--- src/rtl/irsx_register_emulator.sv ---
// Purpose: responder side of the IRSX slow-control serial port (sin/sclk/pclk/regclr/shout) with a 256x12 register file.
// Latency: SYNC_STAGES+1 clocks from an input edge to its effect; host_data is one clock after host_address.
// Backpressure: none; the master must hold each sclk/pclk level for at least SYNC_STAGES+2 clocks.
module irsx_register_emulator #(
   parameter int SYNC_STAGES            = 2,
   parameter int NUMBER_OF_ADDRESS_BITS = 8,
   parameter int NUMBER_OF_DATA_BITS    = 12
) (
   input  logic                                                clock,
   input  logic                                                reset,
   input  logic                                                sin,
   input  logic                                                sclk,
   input  logic                                                pclk,
   input  logic                                                regclr,
   output logic                                                shout,
   input  logic [NUMBER_OF_ADDRESS_BITS-1:0]                   host_address,
   output logic [NUMBER_OF_DATA_BITS-1:0]                      host_data,
   output logic                                                clearing,
   output logic [NUMBER_OF_ADDRESS_BITS+NUMBER_OF_DATA_BITS-1:0] latched_word,
   output logic [31:0]                                         number_of_loads,
   output logic [31:0]                                         number_of_framing_errors
);

   localparam int WORD_BITS = NUMBER_OF_ADDRESS_BITS + NUMBER_OF_DATA_BITS;
   localparam int DEPTH     = 2 ** NUMBER_OF_ADDRESS_BITS;
   localparam logic [4:0] FULL_COUNT = 5'(WORD_BITS);
   localparam logic [4:0] MAX_COUNT  = 5'd31;
   localparam logic [NUMBER_OF_ADDRESS_BITS-1:0] LAST_ADDRESS = '1;

   typedef enum logic {
      ST_CLEAR = 1'b0,
      ST_RUN   = 1'b1
   } state_t;

   // ---------------------------------------------------------------------
   // Input synchronizers and edge detection
   // ---------------------------------------------------------------------
   logic [3:0] raw_in;
   logic [3:0] sync_out;
   logic [2:0] sync_prev;

   assign raw_in = {sin, sclk, pclk, regclr};

   generate
      if (SYNC_STAGES == 0) begin : g_no_sync
         assign sync_out = raw_in;
      end else begin : g_sync
         logic [3:0] stage [SYNC_STAGES];
         // Synchronizer chain runs free through reset so the edge detector
         // tracks the real line levels and sees no false edge at release.
         always_ff @(posedge clock) begin
            stage[0] <= raw_in;
            for (int i = 1; i < SYNC_STAGES; i++) begin
               stage[i] <= stage[i-1];
            end
         end
         assign sync_out = stage[SYNC_STAGES-1];
      end
   endgenerate

   // Previous synchronized level of sclk/pclk/regclr, for single-cycle edge pulses
   always_ff @(posedge clock) begin
      sync_prev <= sync_out[2:0];
   end

   logic sin_s;
   logic sclk_rise;
   logic sclk_fall;
   logic pclk_rise;
   logic regclr_rise;

   assign sin_s       = sync_out[3];
   assign sclk_rise   =  sync_out[2] & ~sync_prev[2];
   assign sclk_fall   = ~sync_out[2] &  sync_prev[2];
   assign pclk_rise   =  sync_out[1] & ~sync_prev[1];
   assign regclr_rise =  sync_out[0] & ~sync_prev[0];

   // ---------------------------------------------------------------------
   // Clear sweep state machine
   // ---------------------------------------------------------------------
   state_t                            state;
   state_t                            state_next;
   logic [NUMBER_OF_ADDRESS_BITS-1:0] clear_addr;

   // State register
   always_ff @(posedge clock) begin
      if (reset) begin
         state <= ST_CLEAR;
      end else begin
         state <= state_next;
      end
   end

   // Next state: sweep to the last address, restart on every regclr rise
   always_comb begin
      state_next = state;
      case (state)
         ST_CLEAR: begin
            if (!regclr_rise && clear_addr == LAST_ADDRESS) begin
               state_next = ST_RUN;
            end
         end
         ST_RUN: begin
            if (regclr_rise) begin
               state_next = ST_CLEAR;
            end
         end
         default: state_next = ST_CLEAR;
      endcase
   end

   // Outputs decoded from state
   always_comb begin
      clearing = (state == ST_CLEAR);
   end

   // Sweep address: one register per clock while clearing, back to 0 on regclr
   always_ff @(posedge clock) begin
      if (reset || regclr_rise) begin
         clear_addr <= '0;
      end else if (state == ST_CLEAR) begin
         clear_addr <= clear_addr + 1'b1;
      end
   end

   // ---------------------------------------------------------------------
   // Serial shift register, latch/load and counters
   // ---------------------------------------------------------------------
   logic [WORD_BITS-1:0] sr;
   logic [4:0]           bit_count;
   logic                 latched_valid;
   logic                 load_ok;

   // A load only lands when a properly framed word is waiting and the sweep is idle
   assign load_ok = pclk_rise & sin_s & latched_valid & ~clearing & ~regclr_rise;

   // Shift on sclk rise, present MSB on sclk fall, latch/load on pclk rise
   always_ff @(posedge clock) begin
      if (reset) begin
         sr                       <= '0;
         bit_count                <= '0;
         latched_word             <= '0;
         latched_valid            <= 1'b0;
         shout                    <= 1'b0;
         number_of_loads          <= '0;
         number_of_framing_errors <= '0;
      end else begin
         if (sclk_fall) begin
            shout <= sr[WORD_BITS-1];
         end
         if (regclr_rise) begin
            sr            <= '0;
            bit_count     <= '0;
            latched_word  <= '0;
            latched_valid <= 1'b0;
         end else begin
            if (sclk_rise) begin
               sr <= {sr[WORD_BITS-2:0], sin_s};
               if (bit_count != MAX_COUNT) begin
                  bit_count <= bit_count + 5'd1;
               end
            end
            if (pclk_rise) begin
               bit_count <= '0;
               if (!sin_s) begin
                  // sr itself is left intact so the word can be shifted back out
                  latched_word  <= sr;
                  latched_valid <= (bit_count == FULL_COUNT);
                  if (bit_count != FULL_COUNT) begin
                     number_of_framing_errors <= number_of_framing_errors + 32'd1;
                  end
               end else begin
                  latched_valid <= 1'b0;
                  if (load_ok) begin
                     number_of_loads <= number_of_loads + 32'd1;
                  end else begin
                     number_of_framing_errors <= number_of_framing_errors + 32'd1;
                  end
               end
            end
         end
      end
   end

   // ---------------------------------------------------------------------
   // Register file
   // ---------------------------------------------------------------------
   logic [NUMBER_OF_DATA_BITS-1:0] regfile [DEPTH];

   // Single write port shared by the clear sweep and master loads (never both)
   always_ff @(posedge clock) begin
      if (clearing) begin
         regfile[clear_addr] <= '0;
      end else if (load_ok) begin
         regfile[latched_word[WORD_BITS-1:NUMBER_OF_DATA_BITS]] <= latched_word[NUMBER_OF_DATA_BITS-1:0];
      end
   end

   // Registered host read; a same-cycle write is seen one clock later
   always_ff @(posedge clock) begin
      if (reset) begin
         host_data <= '0;
      end else begin
         host_data <= regfile[host_address];
      end
   end

endmodule
--- config.mk ---
export PLATFORM = sky130hd
export DESIGN_NAME = irsx_register_emulator
export DESIGN_NICKNAME = d
export VERILOG_FILES = /design/src/rtl/irsx_register_emulator.sv
export SDC_FILE = /design/constraint.sdc
export NUM_CORES = 2
export LEC_CHECK = 0
export BUFFER_PORTS_ARGS = -buffer_cell sky130_fd_sc_hd__buf_2
export CELL_PAD_IN_SITES_DETAIL_PLACEMENT = 1
export CELL_PAD_IN_SITES_GLOBAL_PLACEMENT = 1
export CORE_MARGIN = 2
export CORE_UTILIZATION = 30
export CTS_BUF_LIST = sky130_fd_sc_hd__clkbuf_4 sky130_fd_sc_hd__clkbuf_8
export CTS_CLUSTER_SIZE = 10
export DETAILED_ROUTE_END_ITERATION = 8
export GPL_TIMING_DRIVEN = 0
export PLACE_DENSITY = 0.45
export SLEW_MARGIN = 20
export SYNTH_ARGS = -nofsm -noshare
export SYNTH_HDL_FRONTEND = slang
export SYNTH_SLANG_ARGS = --single-unit
--- constraint.sdc ---
create_clock -name clock -period 6.74 [get_ports clock]
set_input_delay 1.348 -clock clock [delete_from_list [all_inputs] [get_ports clock]]
set_output_delay 1.348 -clock clock [all_outputs]
set_load 0.01 [all_outputs]
Word-level counts from Yosys, hierarchy flattened
Memories as Yosys holds them, arrays and structs flattened. A register that Yosys moved wholly into a read port is not among the register bits. Cells that the tools add are included.

Output and inout bits: 98. Bits in writable memories: 3080. Latch bits: 0. Bits of input ports: 14. Bits in registers: 123. Memory bits (read-only): 0. Logic and storage cells: 61. Memories: 2.

Divide/modulo/power cells: 0. Muxes and demuxes: 14. Eq/ne operators: 5. Bitwise logic cells: 15. Shift operators: 0. Add/subtract/negate cells: 4. Reductions and logical operators: 11. Magnitude comparators: 0. Multipliers: 0.

Memory list: regfile (words 256, width 12, read ports 1, clocked after Yosys merged registers in 1, write ports 1, RTL line 188) `logic [NUMBER_OF_DATA_BITS-1:0] regfile [DEPTH];`; g_sync.stage (words 2, width 4, read ports 2, clocked after Yosys merged registers in 0, write ports 2, RTL line 48) `logic [3:0] stage [SYNC_STAGES];`.

Operators with widths (count): $mux 32 (3); $add 32x1->32 const B (2); $mux 12 (1); $reduce_or 12->1 (1); $ne 5x5->1 const B (2); $add 8x1->8 const B (1); $and 1x1->1 (8); $eq 8x8->1 const B (1); $mux 1 (8); $mux 8 (1); $reduce_and 4->1 (2); $not 1->1 (7); $add 5x1->5 const B (1); $eq 5x5->1 const B (1); $reduce_and 2->1 (2); $reduce_or 3->1 (1); $ne 2x2->1 const B (1); $pmux 1 s2 (1); $reduce_bool 2->1 (1); $reduce_or 2->1 (1); $logic_and 1x1->1 (1); $logic_not 1->1 (1); $logic_or 1x1->1 (1).

Longest topological paths before layout
Depth in word-level cells: 11. Gate-level depth with buffers: 13. Mapped depth without buffers: 8.

Worst setup path after synthesis
No wires, ideal clock.

Kind: register to register. From: register state. To: memory regfile[0][10] (data pin). Path slack: 1.045 ns. Period minus slack after synthesis: 5.695 ns. Cell stages (with the launch flop): 8. Data required time: 5.870 ns. Path buffers: 4. Data arrival time: 4.825 ns. Library setup time: 0.870 ns. Path through: dfxtp_1 -> buf_2 -> nand3_1 -> nor3_2 -> buf_2 -> buf_2 -> clkbuf_1 -> and2_1.

Word-level cells in the longest chain between the ends: 7.

Ends and longest elaborated chain: start: declaration (RTL line 81) `state_t state;`; start signal: assignment (RTL line 90) `state <= state_next;`; $and 1x1->1 (2 in a row) (RTL line 135) `assign load_ok = pclk_rise & sin_s & latched_valid & ~clearing & ~regclr_rise;`; $mux 1 (RTL line 194) `end else if (load_ok) begin`; $mux 1 (*) (RTL line 192) `if (clearing) begin`; $mux 1 (not written as such) (*) (RTL line 195) `regfile[latched_word[WORD_BITS-1:NUMBER_OF_DATA_BITS]] <= latched_word[NUMBER_OF_DATA_BITS-1:0];`; $reduce_or 12->1 (no source line) (*); $mux 12 (no source line) (*); end: declaration (RTL line 188).

Mark *: on every way between the ends. The rest lies on a longest branch, timed or not.

==> run metrics <==
status=finished clean; r2r worst-path depth=11; setup ws final=0.5023 ns; Buffers & Inverters on Critical Path=3; HPWL after DPL=377,800 um; IO buf count=106; die width=649.0 um; CP delay by family, top=simple AND/OR/NAND/NOR gates; Leakage=50.08 nW; Critical R2R Launch=state; Switching Power=about 10 mW; die height=649.0 um; total CTS buffers=584; logic gate share of total power=0.055; Fill cells=40,380; worst path required time=7.79 ns; average via count per standard cell=~5.5; Fmax=around 160 MHz; Int Power=32.06 mW; H-tree depth=6; Avg Inst Size Synth=around 21 um2; proportion of layout cells with a drive suffix above 1=0.3467; critical-path maximum fanout=10; Pwr Total=42.45 mW; layout overhead on the synthesized area=19.86%; # IOs=112; dpl cell area=0.1381 mm2; Mapped Cells=6,064; Worst VDD drop=0.1882 mV; Root Buffer=clkbuf_8; via count=70,810; RSZ-0062 raised after global routing=false; Sinks on Clock Net=about 3,200; Min-Delay Path Depth=1; design area=0.1496 mm2; Crit-path slowest cell=a2111oi_1; final setup TNS=0 ns; CTS Hold Bufs=0; Initial Util=0.3017; final WL=540,100 um; pin count of the biggest net entering global routing=78; Sequential Power Share=0.509; CP endpoint kind=flip-flop; synthesized flop and latch total=3,215; leading cell type in the layout, fill and taps excluded=edfxtp_1; initial antenna violation count=61; vias in the first global route=a little over 70,000; hold path startpoint=sin; cell area after synthesis=about 0.12 mm2; Worst EP arrival=7.29 ns; commonest register cell after synthesis=edfxtp_1; count of different cell masters after synthesis=74; Clk pwr share=0.437; HP Class=in -> reg; cells along the critical path=buf_2, nand2b_1, buf_2, clkbuf_1, o221ai_1, nor3_1, a2111oi_1, nor4b_2, nand4_1, o31ai_1; Tightest Pin Transition=between 1 and 1.5 ns; Setup Skew=0.08349 ns; Slew headroom=0.1008; post-route ant nets=0; first-pass GRT wire length=702,000 um; Final Hold Fails=0; DP Worst Slack=-0.5545 ns; wire length per cell=41.60 um; clock-pin slew on the worst setup and hold paths=0.06 ns; number of synthesized flops with an enable pin=about 3,100; Tmin final=6.238 ns; crit-path max cell delay=0.91 ns; DR DRC count=0; clk buf depth=4; Register Area=0.09511 mm2; Most common cell on crit path=buf_2; Post-layout nets=7,055; Async SR Flop Fraction=0; CTS tree=built; DIE AREA=~0.42 mm2; # rows=236; CP startpoint=host_address[2]; clk_lat worst skew=1.25 ns; final cycle utilization of the critical path=0.9255; Total GRT Usage=0.2512; final setup fails=0; stages on the worst setup path=10; crit start category=primary input; post-cts sizing count=0; initial DRC count=9,054; Max Cap Violations=0; sequential element share of the synthesized area=0.7621; Multi-input gate area=0.02847 mm2; routability cong.=0.9060; commonest non-fill, non-tap cells in the layout=edfxtp_1, mux4_2, clkbuf_8; Pwr Density=roughly 280 mW/mm2; worst hold slack=0.2502 ns; Setup CP Type=in -> reg; Sw Ratio=0.2449; Post CTS Setup Buffer Count=0; core area=0.4137 mm2; Pins Over Slew Limit=0; Initial DRT Pass Iterations=5; YS warnings=0; syn_nets=a little over 6,000; Overflow after GRT=0
-- state kept, by name, indices dropped and copies added, names as in the netlist --
signal	flops
bit_count	5
clear_addr	8
g_sync.stage	8
host_data	12
latched_valid	1
latched_word	20
number_of_framing_errors	32
number_of_loads	32
regfile	3072
shout	1
sr	20
state	1
sync_prev	3
-- area by class of cell --
class | count | share of cell area
diodes | 39 | 0.0006525
plain buffers | 339 | 0.01642
clock buffers | 817 | 0.06581
clock inverters | 204 | 0.009661
inverters | 21 | 0.0005270
multi-input cells | 2489 | 0.1903
flip-flops and latches | 3215 | 0.6359
well taps | 5474 | 0.04579
repair buffers | 385 | 0.03496
-- worst paths after layout --
path | endpoint | slack, ns
min reg2reg | g_sync.stage[0][4] | 0.33
min | g_sync.stage[0][3] | 0.25
max reg2reg | regfile[76][8] | 1.40
max | host_data[9] | 0.50
-- stage by stage --
| step | utilization | std cells |
|---|---|---|
| 3_3_place_gp | 0.3195 | 11640 |
| 3_5_place_dp | 0.3339 | 11920 |
| 5_1_grt | 0.3615 | 12960 |
| 6_report | 0.3616 | 12980 |
| 4_1_cts | 0.3612 | 12940 |
| 2_1_floorplan | - | 6064 |
-- per-layer routing --
| layer | vias to the layer above | global-route usage | share of wire |
|---|---|---|---|
| met5 | - | 0 | 0.00021 |
| met4 | 18 | 0.1295 | 0.057 |
| met3 | 988 | 0.05788 | 0.081 |
| met2 | 3416 | 0.3880 | 0.45 |
| met1 | 39140 | 0.3309 | 0.41 |
| li1 | 27250 | - | - |
-- synthesized netlist by cell type, drive strengths merged (21+ instances only) --
library cell	instances	share of area
edfxtp	3072	0.74
buf	214	0.015
nand4	22	0.0011
or3	23	0.0012
nand3	63	0.0026
o21ai	68	0.0027
a21oi	116	0.0047
nor4	21	0.0011
clkbuf	125	0.0038
mux4	715	0.13
nand2	228	0.0069
dfxtp	143	0.023
nand2b	27	0.0014
o221ai	90	0.0064
nor2	398	0.012
a211oi	22	0.0013
o22ai	78	0.0039
nor3	37	0.0016
and2	21	0.0011
mux2i	293	0.024
xor2	42	0.0029
-- power groups by stage --
stage / registers, mW / logic [mW] / clock network, mW
after floorplan: 22.0 / 0.989 / 0
after global placement: 22.0 / 2.19 / 0
after detailed placement: 22.0 / 2.28 / 0
after CTS: 21.6 / 2.29 / 18.9
after global routing: 21.6 / 2.30 / 19.7
final: 21.6 / 2.32 / 18.5
-- logic make-up after synthesis --
group | after synthesis | synth area share
AOI/OAI and AO/OA | 498 | 0.02709
xor gates and xnor gates | 62 | 0.004351
muxes | 1009 | 0.1534
buffers and inverters | 360 | 0.01954
adders and majority gates | 6 | 0.0006015
and+or+nand+nor | 914 | 0.03289
DFF | 3215 | 0.7621
Power figures use the tool's default switching activity.
